### src/rtl/crack_dispatch.sv
// crack_dispatch: hands candidate keys 0,1,2,... to NUM_CORES crack engines
// and collects their results. The smallest matching key is reported, so the
// answer equals a sequential search whatever the core count or latencies.
module crack_dispatch #(
   parameter int NUM_CORES = 2,
   parameter int KEY_W     = 24
) (
   input  logic                 clk,
   input  logic                 rst_n,
   input  logic                 en,
   output logic                 rdy,
   output logic [KEY_W-1:0]     key,
   output logic                 key_valid,
   output logic [NUM_CORES-1:0] core_en,
   output logic [KEY_W-1:0]     core_key,
   input  logic [NUM_CORES-1:0] core_rdy,
   input  logic [NUM_CORES-1:0] core_done,
   input  logic [NUM_CORES-1:0] core_match
);

   typedef enum logic [1:0] {
      ST_IDLE  = 2'd0,
      ST_RUN   = 2'd1,
      ST_DRAIN = 2'd2
   } state_t;

   state_t               state_r, state_s;
   // One extra bit so the counter reaching 2^KEY_W marks exhaustion instead of wrapping.
   logic [KEY_W:0]       next_key_r, next_key_s;
   logic [NUM_CORES-1:0] outstanding_r, outstanding_s;
   logic                 found_r, found_s;
   logic [KEY_W-1:0]     best_r, best_s;
   logic [KEY_W-1:0]     key_r, key_s;
   logic                 key_valid_r, key_valid_s;
   logic [KEY_W-1:0]     issued_key_r [NUM_CORES];

   logic [NUM_CORES-1:0] cand_s;
   logic [NUM_CORES-1:0] issue_oh_s;
   logic                 issue_s;
   logic [NUM_CORES-1:0] done_ok_s;
   logic                 take_s;
   logic                 found_c_s;
   logic [KEY_W-1:0]     best_c_s;
   logic                 last_key_s;
   logic                 finish_s;

   // Pick the lowest-index idle core that is not already holding a key.
   always_comb begin
      cand_s     = core_rdy & ~outstanding_r &
                   {NUM_CORES{(state_r == ST_RUN) && !next_key_r[KEY_W]}};
      issue_oh_s = {NUM_CORES{1'b0}};
      issue_s    = 1'b0;
      for (int i = 0; i < NUM_CORES; i++) begin
         issue_oh_s[i] = cand_s[i] & ~issue_s;
         issue_s       = issue_s | cand_s[i];
      end
   end

   // Fold this cycle's completions into the running minimum matching key.
   always_comb begin
      done_ok_s = core_done & outstanding_r;
      found_c_s = found_r;
      best_c_s  = best_r;
      take_s    = 1'b0;
      for (int i = 0; i < NUM_CORES; i++) begin
         take_s    = done_ok_s[i] & core_match[i] &
                     (~found_c_s | (issued_key_r[i] < best_c_s));
         best_c_s  = take_s ? issued_key_r[i] : best_c_s;
         found_c_s = found_c_s | take_s;
      end
   end

   // Next-state and result update for the IDLE/RUN/DRAIN sequencer.
   always_comb begin
      state_s       = state_r;
      next_key_s    = next_key_r;
      found_s       = found_c_s;
      best_s        = best_c_s;
      key_s         = key_r;
      key_valid_s   = key_valid_r;
      finish_s      = 1'b0;
      outstanding_s = (outstanding_r & ~done_ok_s) | issue_oh_s;
      last_key_s    = issue_s && (next_key_r[KEY_W-1:0] == {KEY_W{1'b1}});
      case (state_r)
         ST_IDLE: begin
            if (en) begin
               state_s     = ST_RUN;
               next_key_s  = {(KEY_W+1){1'b0}};
               found_s     = 1'b0;
               key_valid_s = 1'b0;
            end else begin
               state_s = ST_IDLE;
            end
         end
         ST_RUN: begin
            if (issue_s) begin
               next_key_s = next_key_r + {{KEY_W{1'b0}}, 1'b1};
            end else begin
               next_key_s = next_key_r;
            end
            if (found_c_s || last_key_s || next_key_r[KEY_W]) begin
               if (outstanding_s == {NUM_CORES{1'b0}}) begin
                  state_s  = ST_IDLE;
                  finish_s = 1'b1;
               end else begin
                  state_s = ST_DRAIN;
               end
            end else begin
               state_s = ST_RUN;
            end
         end
         ST_DRAIN: begin
            if (outstanding_s == {NUM_CORES{1'b0}}) begin
               state_s  = ST_IDLE;
               finish_s = 1'b1;
            end else begin
               state_s = ST_DRAIN;
            end
         end
         default: begin
            state_s = ST_IDLE;
         end
      endcase
      // Every smaller key has completed once nothing is outstanding, so publish now.
      key_valid_s = finish_s ? found_c_s : key_valid_s;
      key_s       = (finish_s && found_c_s) ? best_c_s : key_s;
   end

   // Control and result registers.
   always_ff @(posedge clk or negedge rst_n) begin
      if (!rst_n) begin
         state_r       <= ST_IDLE;
         next_key_r    <= {(KEY_W+1){1'b0}};
         outstanding_r <= {NUM_CORES{1'b0}};
         found_r       <= 1'b0;
         best_r        <= {KEY_W{1'b0}};
         key_r         <= {KEY_W{1'b0}};
         key_valid_r   <= 1'b0;
      end else begin
         state_r       <= state_s;
         next_key_r    <= next_key_s;
         outstanding_r <= outstanding_s;
         found_r       <= found_s;
         best_r        <= best_s;
         key_r         <= key_s;
         key_valid_r   <= key_valid_s;
      end
   end

   // Remember which key each core is working on.
   always_ff @(posedge clk or negedge rst_n) begin
      if (!rst_n) begin
         for (int i = 0; i < NUM_CORES; i++) begin
            issued_key_r[i] <= {KEY_W{1'b0}};
         end
      end else begin
         for (int i = 0; i < NUM_CORES; i++) begin
            issued_key_r[i] <= issue_oh_s[i] ? next_key_r[KEY_W-1:0] : issued_key_r[i];
         end
      end
   end

   assign rdy       = (state_r == ST_IDLE);
   assign key       = key_r;
   assign key_valid = key_valid_r;
   assign core_en   = issue_oh_s;
   assign core_key  = issue_s ? next_key_r[KEY_W-1:0] : {KEY_W{1'b0}};

endmodule

### config.mk
export PLATFORM = sky130hd
export DESIGN_NAME = crack_dispatch
export DESIGN_NICKNAME = d
export VERILOG_FILES = /design/src/rtl/crack_dispatch.sv
export SDC_FILE = /design/constraint.sdc
export NUM_CORES = 1
export LEC_CHECK = 0
export ABC_AREA = 1
export CAP_MARGIN = 20
export CORE_MARGIN = 5
export CORE_UTILIZATION = 40
export DETAILED_ROUTE_END_ITERATION = 7
export GPL_TIMING_DRIVEN = 0
export HOLD_SLACK_MARGIN = 0.08
export MAX_ROUTING_LAYER = met4
export PLACE_DENSITY = 0.66
export SLEW_MARGIN = 20
export SYNTH_ARGS = -nofsm -noshare
export SYNTH_HDL_FRONTEND = slang
export SYNTH_SLANG_ARGS = --single-unit
### constraint.sdc
create_clock -name clk -period 3.4 [get_ports clk]
set_clock_uncertainty 0.1 [all_clocks]
set_input_delay 0.68 -clock clk [delete_from_list [all_inputs] [get_ports clk]]
set_output_delay 0.68 -clock clk [all_outputs]
set_load 0.03 [all_outputs]
Word level (Yosys, flattened, before mapping). Cells that the tools add are included.

Word-level logic and storage cells: 68. Latch bits: 0. Output and inout bits: 52. Memory bits (writable): 0. Memory bits (read-only): 0. Memories kept: 0. Register bits after elaboration: 127.

Multiply operators: 0. Bitwise logic cells: 20. Magnitude comparators: 2. Shifts and indexed selects: 0. Reduce and logical (&&, ||, !) cells: 13. Divide/modulo/power cells: 0. Equal/unequal tests: 5. $add $sub $neg: 1. Multiplexer cells: 18.

Operators with widths (number): 24-bit two-way mux (3); 25-bit two-way mux (2); 25-bit case mux with 2 select lines (1); 24-bit less-than comparator (2); 25-bit by 1-bit adder with 25-bit output, second input constant (1); 24-bit equality test, second input constant (1); 2-bit bitwise AND (4); 1-bit two-way mux (8); 2-bit case mux with 3 select lines (1); 2-bit nonzero test (3); 1-bit bitwise AND (5); 1-bit OR (5); 2-bit logical NOT (2); 2-bit two-way mux (2); 2-bit != test, second input constant (2); 2-bit NOT (2); 1-bit logical AND (3); 1-bit NOT (3); 3-bit AND reduction (1); 2-bit by 1-bit equality test with 1-bit output, second input constant (1); 2-bit equality test, second input constant (1); 1-bit logical OR (2); 2-bit OR (1); 1-bit case mux with 2 select lines (1); 2 further kinds (2).

Longest topological paths before layout. Gate-level depths: netlist (run 1).

Depth in word-level cells: 14. Depth in mapped cells: 31. Depth with buffers taken out: 28.

Worst setup path after synthesis (run 1). No wires, ideal clock.

Path kind: register to register. From: register issued_key_r[47] (netlist bit). To: register best_r[10]. Slack: -0.171 ns. Data arrival time: 3.352 ns. Stages on the path, launching flop included: 27. Required time: 3.181 ns. Setup time: 0.119 ns. Period minus slack after synthesis: 3.571 ns. Buffers on the path: 3. Path through: dfrtp_1 ha_1 nand2_1 nor2_2 nand2_1 nor2_1 nand2_1 nand2_1 nor2_1 nand2_1 nand2_2 nand2_2 buf_2 clkbuf_1 nand2_1 o21ai_0 ha_1 a21oi_1 nor2_1 a211oi_1 o221ai_1 a21oi_1 nand2_2 nand2_4 buf_4 nand3_1 and2_1.

Longest elaborated chain between the ends: 8.

Ends and longest elaborated chain: from (decl) (line 35) `logic [KEY_W-1:0] issued_key_r [NUM_CORES];`; from (signal, indexed assignment) (line 154) `issued_key_r[i] <= {KEY_W{1'b0}};`; from (signal, indexed assignment) (line 158) `issued_key_r[i] <= issue_oh_s[i] ? next_key_r[KEY_W-1:0] : issued_key_r[i];`; 24-bit less-than comparator (line 67) `(~found_c_s | (issued_key_r[i] < best_c_s));`; 1-bit OR (line 67); 1-bit bitwise AND (line 66) `take_s = done_ok_s[i] & core_match[i] &`; 24-bit two-way mux or 1-bit OR (tied branches) (line 68, 69); 24-bit less-than comparator or 1-bit NOT (tied branches) (line 67); 1-bit OR (line 67); 1-bit bitwise AND (line 66); 24-bit two-way mux * (line 68) `best_c_s = take_s ? issued_key_r[i] : best_c_s;`; via best_c_s[10] (line 43) `logic [KEY_W-1:0] best_c_s;`; to (signal assigned) (line 136) `best_r <= {KEY_W{1'b0}};`; to (signal assigned) (line 144) `best_r <= best_s;`; to (decl) (line 32) `logic [KEY_W-1:0] best_r, best_s;`.

Mark *: on every way through the listed nets, which the timed path passes. The rest lies on a longest branch. A chain may end at the register's enable or synchronous reset.

Final worst setup path (run 1).
From: register issued_key_r[39] (netlist bit). To: register best_r[7].

The elaborated chain is that of the path after synthesis.

==> results of run 1 <==
kinds of logic after synthesis:
group	count (synthesis)	share of synthesized area
AO/OA/AOI/OAI	135	0.1018
adder cells (fa/ha/maj)	51	0.09109
buffers and inverters	139	0.08162
flip-flops	127	0.4537
AND/OR/NAND/NOR	415	0.2718
stage by stage:
stage | total power, W | setup slack (ps) | setup TNS, ps
after floorplan | 0.004160 | 6.553 | 0
after global placement | 0.005003 | -3619 | -508550
after detailed placement | 0.005078 | -1066 | -51500
after CTS | 0.007264 | -661.9 | -29450
after global routing | 0.008622 | -894.7 | -39890
final | 0.008103 | -733.8 | -31970
worst max-delay path by stage:
stage                                            start              endpoint  cells after the start
after floorplan           issued_key_r[43]$_DFFE_PN0P_  best_r[10]$_DFF_PN0_                     25
after CTS                 issued_key_r[43]$_DFFE_PN0P_   key[17]$_DFFE_PN0P_                     32
after global routing              best_r[15]$_DFF_PN0_   best_r[7]$_DFF_PN0_                     27
after detailed placement  issued_key_r[43]$_DFFE_PN0P_   key[22]$_DFFE_PN0P_                     28
after global placement                           rst_n    key[5]$_DFFE_PN0P_                      1
final                     issued_key_r[39]$_DFFE_PN0P_   best_r[7]$_DFF_PN0_                     26
worst register-to-register path, cell delays in order, from the launching register on:
cell and delay, ps:
dfrtp_1 470, ha_4 250, a21oi_1 200, nand2_1 100, nand2_2 80, nand3_2 90
nor2_2 130, nand2_2 90, nand2_2 110, nand2_4 90, buf_12 160, clkbuf_16 170
nand2_4 60, o21ai_2 80, ha_4 290, nand4_1 150, buf_4 180, buf_4 120
o221ai_2 230, a21oi_2 60, nand2_2 110, nand2_4 110, nand2_8 110, buf_12 140
buf_12 140, nand2_2 70, and2_1 140
routing by layer:
| layer | wire (um) | up-vias |
|---|---|---|
| met5 | 0 | - |
| met4 | 820 | 0 |
| met3 | 1269 | 71 |
| met2 | 10920 | 222 |
| met1 | 9468 | 3288 |
| li1 | - | 3094 |
cells in the final DEF (no fill, tap or decap), types with 19 or more instances in the layout:
master	n
a21oi_1	30
buf_4	52
clkbuf_1	19
clkbuf_16	21
clkbuf_2	23
clkdlybuf4s50_1	34
dfrtp_1	122
ha_1	33
inv_1	95
nand2_1	187
nand2_2	24
nand2_4	29
nand3_2	34
nor2_1	41
o21ai_0	65
where the power goes:
part / internal (W) / leakage, nW / switching (W) / total [W]
Clock: 0.000948 / 0.240 / 0.000621 / 0.00157
Combinational: 0.00185 / 2.84 / 0.00245 / 0.00430
Sequential: 0.00196 / 1.67 / 0.000279 / 0.00223
Total: 0.00475 / 4.74 / 0.00335 / 0.00810
state kept, by name (all words and copies together), names as in the netlist:
register,cells
state_r,2
found_r,1
issued_key_r,48
outstanding_r,2
key_valid,1
next_key_r,25
best_r,24
key,24
area by class of cell:
type	count	share of cell area
Clock inverter	2	0.0009980
Multi-Input combinational cell	601	0.4194
Sequential cell	127	0.3175
Buffer	26	0.02570
Tap cell	225	0.02807
Clock buffer	26	0.04778
Timing Repair Buffer	126	0.1190
Inverter	111	0.04154
what timing repair did:
item | in CTS | in global routing
pin swaps | 34 | 62
hold buffers | 1 | 0
hold endpoints to repair | 39 | 0
cloned | 5 | 1
setup buffers | 44 | 18
gates resized for setup | 135 | 185
setup endpoints to repair | 69 | 73
==> results by group, run 1 <==
Clocking
  • CTS buffer count: 17
  • Clk buf depth: 2
  • Worst skew pair latency: 430 ps
  • Clock-pin slew on the worst setup and hold paths: around 50 ps
  • CTS tree: built
  • Clock sink total: 127
  • H-tree Lvls: 4
  • Clock root buffer: clkbuf_16

Yosys
  • Post-synth EDFFs: 0
  • Mapped Nets: ~900
  • Top post-synthesis cells by area: dfrtp_1, nand2_1, ha_1
  • Syn Inst Count: 867
  • Commonest cells post-synth: nand2_1, dfrtp_1, inv_1
  • Post-synth ARST share: 1.000
  • Syn Area/Cell: ~8.1 um^2
  • Count leader, synth: nand2_1
  • Syn Std Cell Area: between 0.007 and 0.008 mm^2
  • Share of the synthesized area in the top cell type: 0.4537
  • Netlist cell types: 37
  • Synth Flop Type: dfrtp_1
  • Leading area contributor after synthesis: dfrtp_1
  • YS warnings: 0
  • #FFs+latches synth: 127
  • Seq/Total Area, Yosys: 0.4537

Placed design
  • Port-buffer cells: 60
  • Placed insts: 1153
  • Area of placed instances: 0.007935 mm^2
  • Placer Congestion: 0.8788
  • Hpwl dp: 13.77 mm

Setup path
  • CP Launch Type: register
  • Largest fanout on the critical path: 6
  • Reg2Reg Depth: 26
  • WP buf/inv: 6
  • Critical path capture point type: register
  • Kind of cell adding the most delay to the critical path: simple AND/OR/NAND/NOR gates
  • FF-to-FF End: best_r[7]$_DFF_PN0_
  • Worst path slowest cell: dfrtp_1
  • Worst r2r src: issued_key_r[39]$_DFFE_PN0P_
  • Crit path kind: register to register
  • Worst EP arrival: roughly 4400 ps
  • Crit-path max cell delay: 470 ps
  • Most common cell on crit path: nand2_2
  • Flop2flop setup slack: -730 ps
  • WP data required: 3610 ps

Die
  • FP Rows: 48
  • Die ar.: 0.02026 mm^2
  • Core Region: 0.01724 mm^2
  • IO Pins: 61
  • Die Span X: approximately 140 um
  • DIE HEIGHT: 142.3 um
  • Starting Density: 0.4064

Detailed routing
  • Routed Antenna Nets: 0
  • TritonRoute pass-1 iters: 5
  • Total Wirelength: 22.48 mm
  • Vias per inst: between 5 and 6
  • Vias: roughly 6700
  • Remaining DRCs: 0
  • Routed wire per std cell: 18.07 um
  • DR iter-0 viols: 544

Global routing
  • Tot GR Track Use: 0.2208
  • Total gr overflow: 0
  • Initial antenna violation count: 0
  • Grt met3 use: 0.04234
  • First-pass GRT wire length: between 30 and 40 mm
  • Met1 GRT Util: 0.2846
  • Largest net degree at the start of global routing: between 80 and 90
  • Vias in the first global route: ~6700
  • Busiest grt layer: met2
  • Met2 Use GR: 0.3446

Min path
  • WHS Endpoint: key[16]$_DFFE_PN0P_
  • Hold Crit Class: register to register
  • Hold_sp: key[16]$_DFFE_PN0P_
  • Hold Path Depth: 2

Finish
  • Non-Filler Cell Area, Final: ~0.01 mm^2
  • Post-Route Utilization: 0.5819
  • Layout area overhead: 43.17%
  • Nets@finish: 1070
  • # fillers: 1398
  • Multi-input gate area: 0.004207 mm^2
  • Final cell count without fillers: approximately 1200
  • Layout cells sized above 1: 0.3189
  • Sequential cell area: 0.003184 mm^2
  • Antenna cells: 0

Power and ir drop
  • Cell leakage power: ~4.7 nW
  • VDD IR max: 438.2 uV
  • P per Cell Area: 807.9 mW/mm^2

Timing
  • Slew Limit Headroom: 0.3066
  • Fin. max-slew vios: 0
  • Max Freq: 241.9 MHz
  • Hold WS: 376.0 ps
  • Part of the cycle the worst path needs: 1.216
  • RSZ-0062 raised after global routing: yes
  • Worst-Margin Slew: between 1000 and 1500 ps
  • Final min period: 4134 ps
  • Worst Slack Setup Final: -733.8 ps
  • Count of final setup violators: 48
  • Final hold vios: 0

Outcome
  • Status: finished with violations
  • Failing checks: setup timing

Job
  • Max_cap viols: 0
No activity file was read; power rests on OpenSTA's default activity.
==> run 2, diff against run 1 <==
Settings changed: HOLD_SLACK_MARGIN 0.08 to 0.12.
==> results of run 2 <==
Final layout, timing and power as in run 1 (identical DEF).
==> run 3, diff against run 2 <==
Settings changed: CORE_UTILIZATION 40 to 45, PLACE_DENSITY 0.66 to 0.72.
==> run 3 against run 2 <==
Against the previous run:
- the run ends with DRC, setup timing left
- worst setup slack got worse by 140 ps
- fmax decreased by 3.3%
- combinational power decreased by 3%
- critical path depth stayed put
- sequential share of layout area increased by 0.13 points
- global-route usage up 2.6 points
- worst hold slack worse by 4.2 ps
- total power increased by 2.5%
- final area decreased by 0.41%
- via count up 2.3%
==> results by group, run 3 (synthesis gave the netlist of run 1 again) <==
Detailed routing
  • Routed Antenna Nets: 0
  • TritonRoute pass-1 iters: 8
  • DR iter-0 viols: between 700 and 800
  • Total Wirelength: between 20 and 25 mm
  • Remaining DRCs: 1
  • Vias per inst: roughly 5.5
  • Vias: ~6800
  • Routed wire per std cell: 19.27 um

Setup path
  • FF-to-FF End: best_r[19]$_DFF_PN0_
  • WP data required: 3620 ps
  • Critical path capture point type: register
  • Worst path slowest cell: dfrtp_1
  • Largest fanout on the critical path: 5
  • Flop2flop setup slack: -870 ps
  • Worst r2r src: issued_key_r[39]$_DFFE_PN0P_
  • WP buf/inv: 5
  • Worst EP arrival: 4490 ps
  • CP Launch Type: register
  • Crit-path max cell delay: 460 ps
  • Kind of cell adding the most delay to the critical path: simple AND/OR/NAND/NOR gates
  • Reg2Reg Depth: 26
  • Crit path kind: register to register

Power and ir drop
  • P per Cell Area: 831.7 mW/mm^2
  • Cell leakage power: 4.743 nW
  • Total power: 0.008307 W
  • VDD IR max: 445.1 uV

Job
  • Max_cap viols: 0

Outcome
  • Failing checks: DRC, setup timing
  • Status: finished with violations

Finish
  • Nets@finish: 1069
  • Max reg flops: between 40 and 50
  • Layout cells sized above 1: 0.3056
  • Largest registers: issued_key_r (48), next_key_r (25)
  • Most common cell after layout, fill and taps aside: nand2_1
  • # fillers: 1138
  • Layout area overhead: 42.58%
  • Antenna cells: 0
  • Commonest non-fill, non-tap cells in the layout: nand2_1, dfrtp_1, inv_1
  • Most flop-heavy register: issued_key_r
  • Post-Route Utilization: 0.6546

Global routing
  • Total gr overflow: 0
  • Vias in the first global route: 6633
  • Initial antenna violation count: 0
  • Tot GR Track Use: 0.2467
  • Largest net degree at the start of global routing: 90
  • First-pass GRT wire length: 33.91 mm

Min path
  • WHS Endpoint: key[1]$_DFFE_PN0P_
  • Hold_sp: key[1]$_DFFE_PN0P_
  • Hold Crit Class: register to register
  • Hold Path Depth: 2

Die
  • Die ar.: 0.01816 mm^2
  • DIE HEIGHT: 134.8 um
  • Die Span X: 134.8 um
  • Starting Density: 0.4591
  • Core Region: 0.01526 mm^2
  • IO Pins: about 60
  • FP Rows: 45

Clocking
  • CTS buffer count: 17
  • Clock sink total: roughly 130
  • Clock-pin slew on the worst setup and hold paths: ~60 ps
  • Worst skew pair latency: 430 ps
  • H-tree Lvls: 4
  • CTS tree: built
  • Clk buf depth: 2
  • Clock root buffer: clkbuf_16

Timing
  • Count of final setup violators: 48
  • Slew Limit Headroom: 0.2250
  • Final hold vios: 0
  • Part of the cycle the worst path needs: 1.257
  • Setup TNS: -38920 ps
  • Worst-Margin Slew: between 1000 and 1500 ps
  • Final min period: 4273 ps
  • Worst Slack Setup Final: -873.3 ps
  • RSZ-0062 raised after global routing: yes
  • Fin. max-slew vios: 0
  • Max Freq: 234.0 MHz

Placed design
  • Setup WS pre-CTS: -1050 ps
  • Placer Congestion: 0.8865
  • Hpwl dp: approximately 14 mm
  • Port-buffer cells: 60
==> run 3: area by class of cell <==
class	count	area [um^2]	area share
Timing Repair Buffer	124	1154	0.1155
Inverter	111	416.7	0.04171
Multi-Input combinational cell	601	4073	0.4077
Tap cell	211	264.0	0.02643
Clock inverter	5	100.1	0.01002
Sequential cell	127	3184	0.3188
Clock buffer	26	519.2	0.05199
Buffer	27	277.8	0.02781
==> run 3: worst max path at each step <==
stage                                      start                   end  slack, ps  cells past startpoint
floorplan           issued_key_r[43]$_DFFE_PN0P_  best_r[10]$_DFF_PN0_          7                     25
global placement                           rst_n    key[6]$_DFFE_PN0P_      -3550                      1
detailed placement  issued_key_r[43]$_DFFE_PN0P_  best_r[16]$_DFF_PN0_      -1050                     25
CTS                 issued_key_r[47]$_DFFE_PN0P_   best_r[6]$_DFF_PN0_       -550                     26
global route        issued_key_r[39]$_DFFE_PN0P_  best_r[19]$_DFF_PN0_       -940                     27
finish              issued_key_r[39]$_DFFE_PN0P_  best_r[19]$_DFF_PN0_       -870                     26
==> run 3: worst reg2reg max path, stage by stage (launching register included) <==
cell,delay (ps)
dfrtp_1,460
ha_4,270
nand2_1,80
inv_1,100
nand2_1,90
nand2_1,70
nand2_2,80
nand3_2,80
nor2_4,160
nand2_2,110
nand2_4,90
nand2_4,80
buf_12,160
buf_6,150
o21ai_4,200
ha_4,240
a21oi_2,150
nor2_1,70
a211oi_2,270
o221ai_2,160
a21oi_2,190
nand2_4,100
nand2_8,100
buf_6,130
buf_16,140
nand3_2,100
and2_1,210
==> run 3: per-layer routing <==
layer / track usage / wire, um
met1: 0.3027 / 9576
met2: 0.4036 / 11400
met3: 0.04434 / 1803
met4: 0.1029 / 964
met5: - / 0
==> run 3: power by group <==
part	leakage (nW)	internal, W	switching, W
Combinational	2.77	0.00172	0.00243
Clock	0.306	0.00126	0.000658
Sequential	1.67	0.00195	0.000277
==> run 3: repair_timing <==
item	4_1_cts	5_1_grt
setup endpoints to repair	69	72
gates cloned	2	5
endpoints found under the hold margin	38	0
pin swaps	31	60
gates resized for setup	167	125
hold buffers	1	0
setup buffers	38	17
==> run 3: stage by stage <==
| stage | cells | cell area, um^2 | hold slack [ps] |
|---|---|---|---|
| 6_report | 1232 | 9988 | 371.8 |
| 5_1_grt | 1232 | 9988 | 398.5 |
| 4_1_cts | 1210 | 9432 | 379.9 |
| 3_5_place_dp | 1139 | 7918 | 365.1 |
| 3_3_place_gp | 1138 | 7885 | 361.2 |
| 2_1_floorplan | 867 | 7020 | 284.4 |
